[src/rtl/ibex_prefetch_buffer_nreq.sv]
// Instruction prefetch buffer with up to NumReqs outstanding bus requests,
// in-order discard tracking for redirects and a FifoDepth-entry output FIFO.
module ibex_prefetch_buffer_nreq #(
  parameter int unsigned NumReqs   = 2,
  parameter int unsigned FifoDepth = 3,
  parameter bit          ResetAll  = 1'b0
) (
  input  logic        clk_i,
  input  logic        rst_ni,

  input  logic        req_i,
  input  logic        branch_i,
  input  logic [31:0] addr_i,
  input  logic        prefetch_en_i,

  input  logic        ready_i,
  output logic        valid_o,
  output logic [31:0] rdata_o,
  output logic [31:0] addr_o,
  output logic        err_o,

  output logic        instr_req_o,
  input  logic        instr_gnt_i,
  output logic [31:0] instr_addr_o,
  input  logic [31:0] instr_rdata_i,
  input  logic        instr_err_i,
  input  logic        instr_rvalid_i,

  output logic        busy_o,
  output logic [2:0]  outstanding_o
);

  localparam int unsigned OutW = 3;
  localparam int unsigned CntW = 4;
  localparam int unsigned SumW = 5;
  localparam int unsigned PtrW = (FifoDepth > 1) ? $clog2(FifoDepth) : 1;

  typedef struct packed {
    logic [31:0] rdata;
    logic        err;
    logic [31:0] addr;
  } fifo_entry_t;

  logic                run_q;
  logic                hold_q, hold_d;
  logic                hold_disc_q, hold_disc_d;
  logic [31:0]         hold_addr_q, hold_addr_d;
  logic [31:0]         fetch_addr_q, fetch_addr_d;
  logic [31:0]         rsp_addr_q, rsp_addr_d;
  logic [OutW-1:0]     out_cnt_q, out_cnt_d;
  logic [NumReqs-1:0]  disc_q, disc_d;
  logic [CntW-1:0]     fifo_cnt_q, fifo_cnt_d;
  logic [PtrW-1:0]     rd_ptr_q, rd_ptr_d;
  logic [PtrW-1:0]     wr_ptr_q, wr_ptr_d;
  fifo_entry_t         mem_q [FifoDepth];

  logic [31:0]         target;
  logic [OutW-1:0]     nd_out;
  logic [OutW-1:0]     push_idx;
  logic                space_ok;
  logic                single_ok;
  logic                new_req;
  logic                cur_tag;
  logic                gnt;
  logic                rsp_pop;
  logic                rsp_accept;
  logic                fifo_pop;
  logic                fifo_push;
  fifo_entry_t         head;
  fifo_entry_t         wr_entry;
  logic                unused_addr_lsb;

  assign target          = {addr_i[31:2], 2'b00};
  assign unused_addr_lsb = ^addr_i[1:0];

  function automatic logic [PtrW-1:0] ptr_inc(input logic [PtrW-1:0] p);
    return (p == PtrW'(FifoDepth - 1)) ? '0 : p + PtrW'(1);
  endfunction

  // Non-discarded outstanding responses will need FIFO space on return.
  always_comb begin
    nd_out = '0;
    for (int unsigned i = 0; i < NumReqs; i++) begin
      if ((OutW'(i) < out_cnt_q) && !disc_q[i]) begin
        nd_out = nd_out + OutW'(1);
      end
    end
  end

  // Request issue and address selection; a held request always wins.
  always_comb begin
    space_ok  = (SumW'(fifo_cnt_q) + SumW'(nd_out)) < SumW'(FifoDepth);
    single_ok = prefetch_en_i | branch_i | ((fifo_cnt_q == '0) & (out_cnt_q == '0));
    new_req   = run_q & req_i & (out_cnt_q < OutW'(NumReqs)) & (space_ok | branch_i) & single_ok;
    cur_tag   = hold_q & (hold_disc_q | branch_i);
  end

  assign instr_req_o   = hold_q | new_req;
  assign instr_addr_o  = hold_q ? hold_addr_q : (branch_i ? target : fetch_addr_q);
  assign gnt           = instr_req_o & instr_gnt_i;
  assign busy_o        = instr_req_o | (out_cnt_q != '0);
  assign outstanding_o = out_cnt_q;

  // Held-request and fetch-address next state.
  always_comb begin
    hold_d       = instr_req_o & ~instr_gnt_i;
    hold_addr_d  = instr_addr_o;
    hold_disc_d  = cur_tag;
    fetch_addr_d = fetch_addr_q;
    if (gnt && !cur_tag) begin
      fetch_addr_d = instr_addr_o + 32'd4;
    end else if (branch_i) begin
      fetch_addr_d = target;
    end
  end

  // In-order discard queue: bit 0 is the oldest outstanding response.
  always_comb begin
    rsp_pop    = instr_rvalid_i & (out_cnt_q != '0);
    rsp_accept = rsp_pop & ~disc_q[0] & ~branch_i;
    disc_d     = disc_q | {NumReqs{branch_i}};
    if (rsp_pop) begin
      disc_d = disc_d >> 1;
    end
    push_idx = out_cnt_q - OutW'(rsp_pop);
    if (gnt) begin
      for (int unsigned i = 0; i < NumReqs; i++) begin
        if (OutW'(i) == push_idx) begin
          disc_d[i] = cur_tag;
        end
      end
    end
    out_cnt_d = out_cnt_q + OutW'(gnt) - OutW'(rsp_pop);
  end

  // Output FIFO control; a redirect flushes everything queued.
  always_comb begin
    fifo_pop   = valid_o & ready_i;
    fifo_push  = rsp_accept & ((fifo_cnt_q != CntW'(FifoDepth)) | fifo_pop);
    fifo_cnt_d = fifo_cnt_q;
    rd_ptr_d   = rd_ptr_q;
    wr_ptr_d   = wr_ptr_q;
    rsp_addr_d = rsp_addr_q;
    wr_entry   = '{rdata: instr_rdata_i, err: instr_err_i, addr: rsp_addr_q};
    if (branch_i) begin
      fifo_cnt_d = '0;
      rd_ptr_d   = '0;
      wr_ptr_d   = '0;
      rsp_addr_d = target;
    end else begin
      if (fifo_pop) begin
        rd_ptr_d = ptr_inc(rd_ptr_q);
      end
      if (fifo_push) begin
        wr_ptr_d   = ptr_inc(wr_ptr_q);
        rsp_addr_d = rsp_addr_q + 32'd4;
      end
      fifo_cnt_d = fifo_cnt_q + CntW'(fifo_push) - CntW'(fifo_pop);
    end
  end

  always_comb begin
    head = '0;
    for (int unsigned i = 0; i < FifoDepth; i++) begin
      if (rd_ptr_q == PtrW'(i)) begin
        head = mem_q[i];
      end
    end
  end

  assign valid_o = (fifo_cnt_q != '0);
  assign rdata_o = head.rdata;
  assign err_o   = head.err;
  assign addr_o  = head.addr;

  // Control state, always reset.
  always_ff @(posedge clk_i or negedge rst_ni) begin
    if (!rst_ni) begin
      run_q       <= 1'b0;
      hold_q      <= 1'b0;
      hold_disc_q <= 1'b0;
      out_cnt_q   <= '0;
      disc_q      <= '0;
      fifo_cnt_q  <= '0;
      rd_ptr_q    <= '0;
      wr_ptr_q    <= '0;
    end else begin
      run_q       <= 1'b1;
      hold_q      <= hold_d;
      hold_disc_q <= hold_disc_d;
      out_cnt_q   <= out_cnt_d;
      disc_q      <= disc_d;
      fifo_cnt_q  <= fifo_cnt_d;
      rd_ptr_q    <= rd_ptr_d;
      wr_ptr_q    <= wr_ptr_d;
    end
  end

  // Address/data state, reset only when ResetAll is set.
  if (ResetAll) begin : gen_data_rst
    always_ff @(posedge clk_i or negedge rst_ni) begin
      if (!rst_ni) begin
        hold_addr_q  <= '0;
        fetch_addr_q <= '0;
        rsp_addr_q   <= '0;
        for (int unsigned i = 0; i < FifoDepth; i++) begin
          mem_q[i] <= '0;
        end
      end else begin
        hold_addr_q  <= hold_addr_d;
        fetch_addr_q <= fetch_addr_d;
        rsp_addr_q   <= rsp_addr_d;
        for (int unsigned i = 0; i < FifoDepth; i++) begin
          if (fifo_push && (wr_ptr_q == PtrW'(i))) begin
            mem_q[i] <= wr_entry;
          end
        end
      end
    end
  end else begin : gen_data_norst
    always_ff @(posedge clk_i) begin
      hold_addr_q  <= hold_addr_d;
      fetch_addr_q <= fetch_addr_d;
      rsp_addr_q   <= rsp_addr_d;
      for (int unsigned i = 0; i < FifoDepth; i++) begin
        if (fifo_push && (wr_ptr_q == PtrW'(i))) begin
          mem_q[i] <= wr_entry;
        end
      end
    end
  end

endmodule
[config.mk]
export PLATFORM = sky130hd
export DESIGN_NAME = ibex_prefetch_buffer_nreq
export DESIGN_NICKNAME = d
export VERILOG_FILES = /design/src/rtl/ibex_prefetch_buffer_nreq.sv
export SDC_FILE = /design/constraint.sdc
export NUM_CORES = 1
export LEC_CHECK = 0
export CAP_MARGIN = 0
export CORE_MARGIN = 2
export CORE_UTILIZATION = 35
export DETAILED_ROUTE_END_ITERATION = 10
export GPL_ROUTABILITY_DRIVEN = 0
export PLACE_DENSITY = 0.52
export SKIP_LAST_GASP = 1
export SYNTH_ARGS = -nofsm -noshare
export SYNTH_HDL_FRONTEND = slang
export SYNTH_SLANG_ARGS = --single-unit
[constraint.sdc]
create_clock -name clk_i -period 17.59 [get_ports clk_i]
set_input_delay 3.518 -clock clk_i [delete_from_list [all_inputs] [get_ports clk_i]]
set_output_delay 3.518 -clock clk_i [all_outputs]
set_load 0.05 [all_outputs]
==> metrics.md <==
| Metric | Value |
|---|---|
| Share of cells above drive strength 1 | `0.0847` |
| Routed WL | `29,900 um` |
| Initial antenna violation count | `0` |
| Multiplexer share of the synthesized area | `0.104` |
| Row count | `70` |
| Critical path, cell by cell | `buf_4 > buf_4 > mux2_2 > mux2i_1 > inv_1 > clkdlybuf4s50_1` |
| Final setup fails | `0` |
| Post-synth top area share | `0.510` |
| Peak VDD IR | `0.0000692 V` |
| Multi-input gate area | `approximately 0.0042 sq mm` |
| Layout net count | `between 1,000 and 1,500` |
| CP delay by family, top | `buffers and inverters` |
| Post-synth top cells | `edfxtp_1 (219), nand2_1 (119), o21ai_0 (106)` |
| Fraction of registers with async set/reset | `0.0535` |
| Fmax | `102 MHz` |
| Core area | `0.0364 sq mm` |
| Post-DR wirelength/cell | `17.6 um` |
| Antenna diodes | `0` |
| Synth Flop Type | `edfxtp_1` |
| Critical-path top delay cell | `clkdlybuf4s50_1` |
| Post-synthesis instance total | `1,031` |
| CTS Buf Count | `36` |
| Worst path most repeated cell | `buf_4` |
| Clk_skew | `approximately 16 ps` |
| TritonCTS clock tree | `yes` |
| Final ANT Viol Nets | `0` |
| Kind of critical path | `primary input to output port` |
| FF+latch area | `0.00826 sq mm` |
| Setup crit end kind | `output port` |
| Slew Limit Headroom | `0.330` |
| Grt met1 use | `0.222` |
| Sequential-to-total area share from yosys stat | `0.640` |
| Die Height | `196 um` |
| Post-cts resize count | `0` |
| CTS Buffer Depth | `3` |
| H-tree levels | `2` |
| Post-CTS Repair Setup Buffers | `0` |
| GR Util met2 | `0.238` |
| Critical Path RT | `14,070 ps` |
| Initial DRC count | `~410` |
| Reg clk slew, reported paths | `50 ps` |
| EDFF count, synth | `219` |
| Final worst slack | `just under 8000 ps` |
| # DRC | `0` |
| GRT busiest layer | `met2` |
| Lkg Pwr | `5.54 nW` |
| Distinct cells, synth | `60` |
| Die width | `196 um` |
| Fin. max-slew vios | `0` |
| First-pass GRT wire length | `46,500 um` |
| Most numerous cell in the Yosys netlist | `edfxtp_1` |
| Final setup TNS | `0 ps` |
| Largest net degree at the start of global routing | `a little under 70` |
| Yosys reg bits | `299` |
| Synth-to-Final Area Change | `25.1%` |
| Largest area contributor in the netlist | `edfxtp_1` |
| PortBufs | `approximately 170` |
| Area of the die | `0.0384 sq mm` |
| Post-Place Worst Slack | `7710 ps` |
| Met3 GRT Util | `0.0318` |
| GRT Total Usage | `0.154` |
| I/O Pins | `approximately 180` |
| CTS Root Cell | `clkbuf_16` |
| Vias in the first global route | `8,133` |
| Slew @ Worst Pin | `approximately 1000 ps` |
| Final cycle utilization of the critical path | `0.559` |
| Worst-path fanout max | `65` |
| Initial core utilization | `0.354` |
| Max_cap viols | `0` |
| DP HPWL | `approximately 18,000 um` |
| Routed vias | `8,262` |
| Netlist Area Pre-Place | `0.0129 sq mm` |
| Final-report hold violation count | `0` |
| Hold buffer count at CTS | `0` |
| Top post-synthesis cells by area | `edfxtp_1 (51%), dfxtp_1 (9.9%), mux2i_1 (7.5%)` |
| Post-synthesis compound-gate area fraction | `0.0748` |
| Routed vias/inst | `4.87` |
| Clock period minus worst slack | `9830 ps` |
| Synth Area in XOR/XNOR | `0.0285` |
| Clk Latency, worst-skew pair | `510 ps` |
| CP startpoint kind | `primary input` |
| Synthesis warning total | `0` |
| CTS sink cnt | `299` |
| CP peak stage delay | `750 ps` |
| Gr ovfl total | `0` |
| Avg Cell Area, Syn | `12.5 sq um` |
| Main combinational cell family by area after synthesis | `multiplexers` |
| Layout fillers | `3,368` |
| Worst Path Buf+Inv | `4` |
| Post-Synth Adder-Cell Area | `0.0202` |
| Critical path arrival | `6310 ps` |
| RSZ-0062 raised after global routing | `false` |
| DRT Pass-1 Iters | `4` |
| Synth Area in Simple Gates | `0.0987` |
| Power Dens Cells | `140 mW/mm^2` |
| Type of the worst min-delay path | `flop to flop` |
| Outcome | `complete, no violations` |
metal layers:
layer	vias to the layer above	wire length, um
met5	-	0
met4	0	498
met3	36	1660
met2	196	13100
met1	3946	14700
li1	4084	-
flip-flops by register name (all words and copies together) (netlist names):
signal	count
run_q	1
wr_ptr_q	2
hold_addr_q	32
rd_ptr_q	2
fifo_cnt_q	4
outstanding_o	3
rsp_addr_q	30
hold_q	1
disc_q	2
fetch_addr_q	32
hold_disc_q	1
mem_q	189
power breakdown:
| part | switching [mW] | internal [mW] | total, mW |
|---|---|---|---|
| clock | 0.281 | 0.401 | 0.681 |
| sequential | 0.0434 | 0.827 | 0.870 |
| combinational | 0.464 | 0.247 | 0.712 |
worst paths after layout:
check,startpoint,to,slack [ps],cells past startpoint
setup / recovery,branch_i,instr_addr_o[25],7760,6
hold / removal,fetch_addr_q[0]$_DFF_P_,fetch_addr_q[0]$_DFF_P_,490,2
setup reg to reg,outstanding_o[1]$_DFF_PN0_,outstanding_o[2]$_DFF_PN0_,13440,17
hold reg to reg,fetch_addr_q[0]$_DFF_P_,fetch_addr_q[0]$_DFF_P_,490,2
max in group asynchronous,rst_ni,rd_ptr_q[0]$_DFFE_PN0P_,13540,1
min in group asynchronous,rst_ni,outstanding_o[2]$_DFF_PN0_,3470,1
worst min-delay path, cell delays in order, from the launching register on:
cell and delay [ps]:
dfxtp_1 290, nand2b_1 70, o21ai_0 70
layout make-up:
class / count / share of cell area
Clock buffer: 47 / 0.0597
Clock inverter: 17 / 0.00682
Inverter: 49 / 0.0114
Multi-Input combinational cell: 633 / 0.262
Sequential cell: 299 / 0.512
Tap cell: 468 / 0.0363
Timing Repair Buffer: 183 / 0.111
kinds of logic after synthesis:
family                   after synthesis
flip-flops                           299
XOR/XNOR                              42
buffers and inverters                100
AO/OA/AOI/OAI                        167
AND/OR/NAND/NOR                      273
other                                  2
adder cells (fa/ha/maj)               19
multiplexers                         129
placed cells by master, fill, tap and decap left out, types with 6 or more instances in the layout:
cell             count
a211oi_1             7
a21oi_1             18
a31oi_1              8
and3_1               7
buf_4               13
clkbuf_1            10
clkbuf_16           37
clkdlybuf4s50_1    170
clkinv_1             9
dfrtp_1             13
dfxtp_1             64
edfxtp_1           219
ha_1                16
inv_1               48
mux2_2              28
mux2i_1             97
nand2_1            119
nand3_1             23
nand4_1             10
nor2_1              50
nor3_1              21
nor4_1               7
o21ai_0            106
o31ai_1              6
xnor2_1             25
xor2_1              17
metrics by stage:
stage | instances | instance area [sq um] | util | hold WS [ps] | power [mW]
after CTS | 1696 | 16100 | 0.443 | 489 | 2.30
after global placement | 1632 | 15100 | 0.414 | 465 | 1.60
after floorplan | 1032 | 12900 | - | 453 | 1.37
final | 1696 | 16100 | 0.443 | 487 | 2.26
after global routing | 1696 | 16100 | 0.443 | 516 | 2.38
after detailed placement | 1632 | 15100 | 0.414 | 477 | 1.60
(Power assumes the default switching activity.)
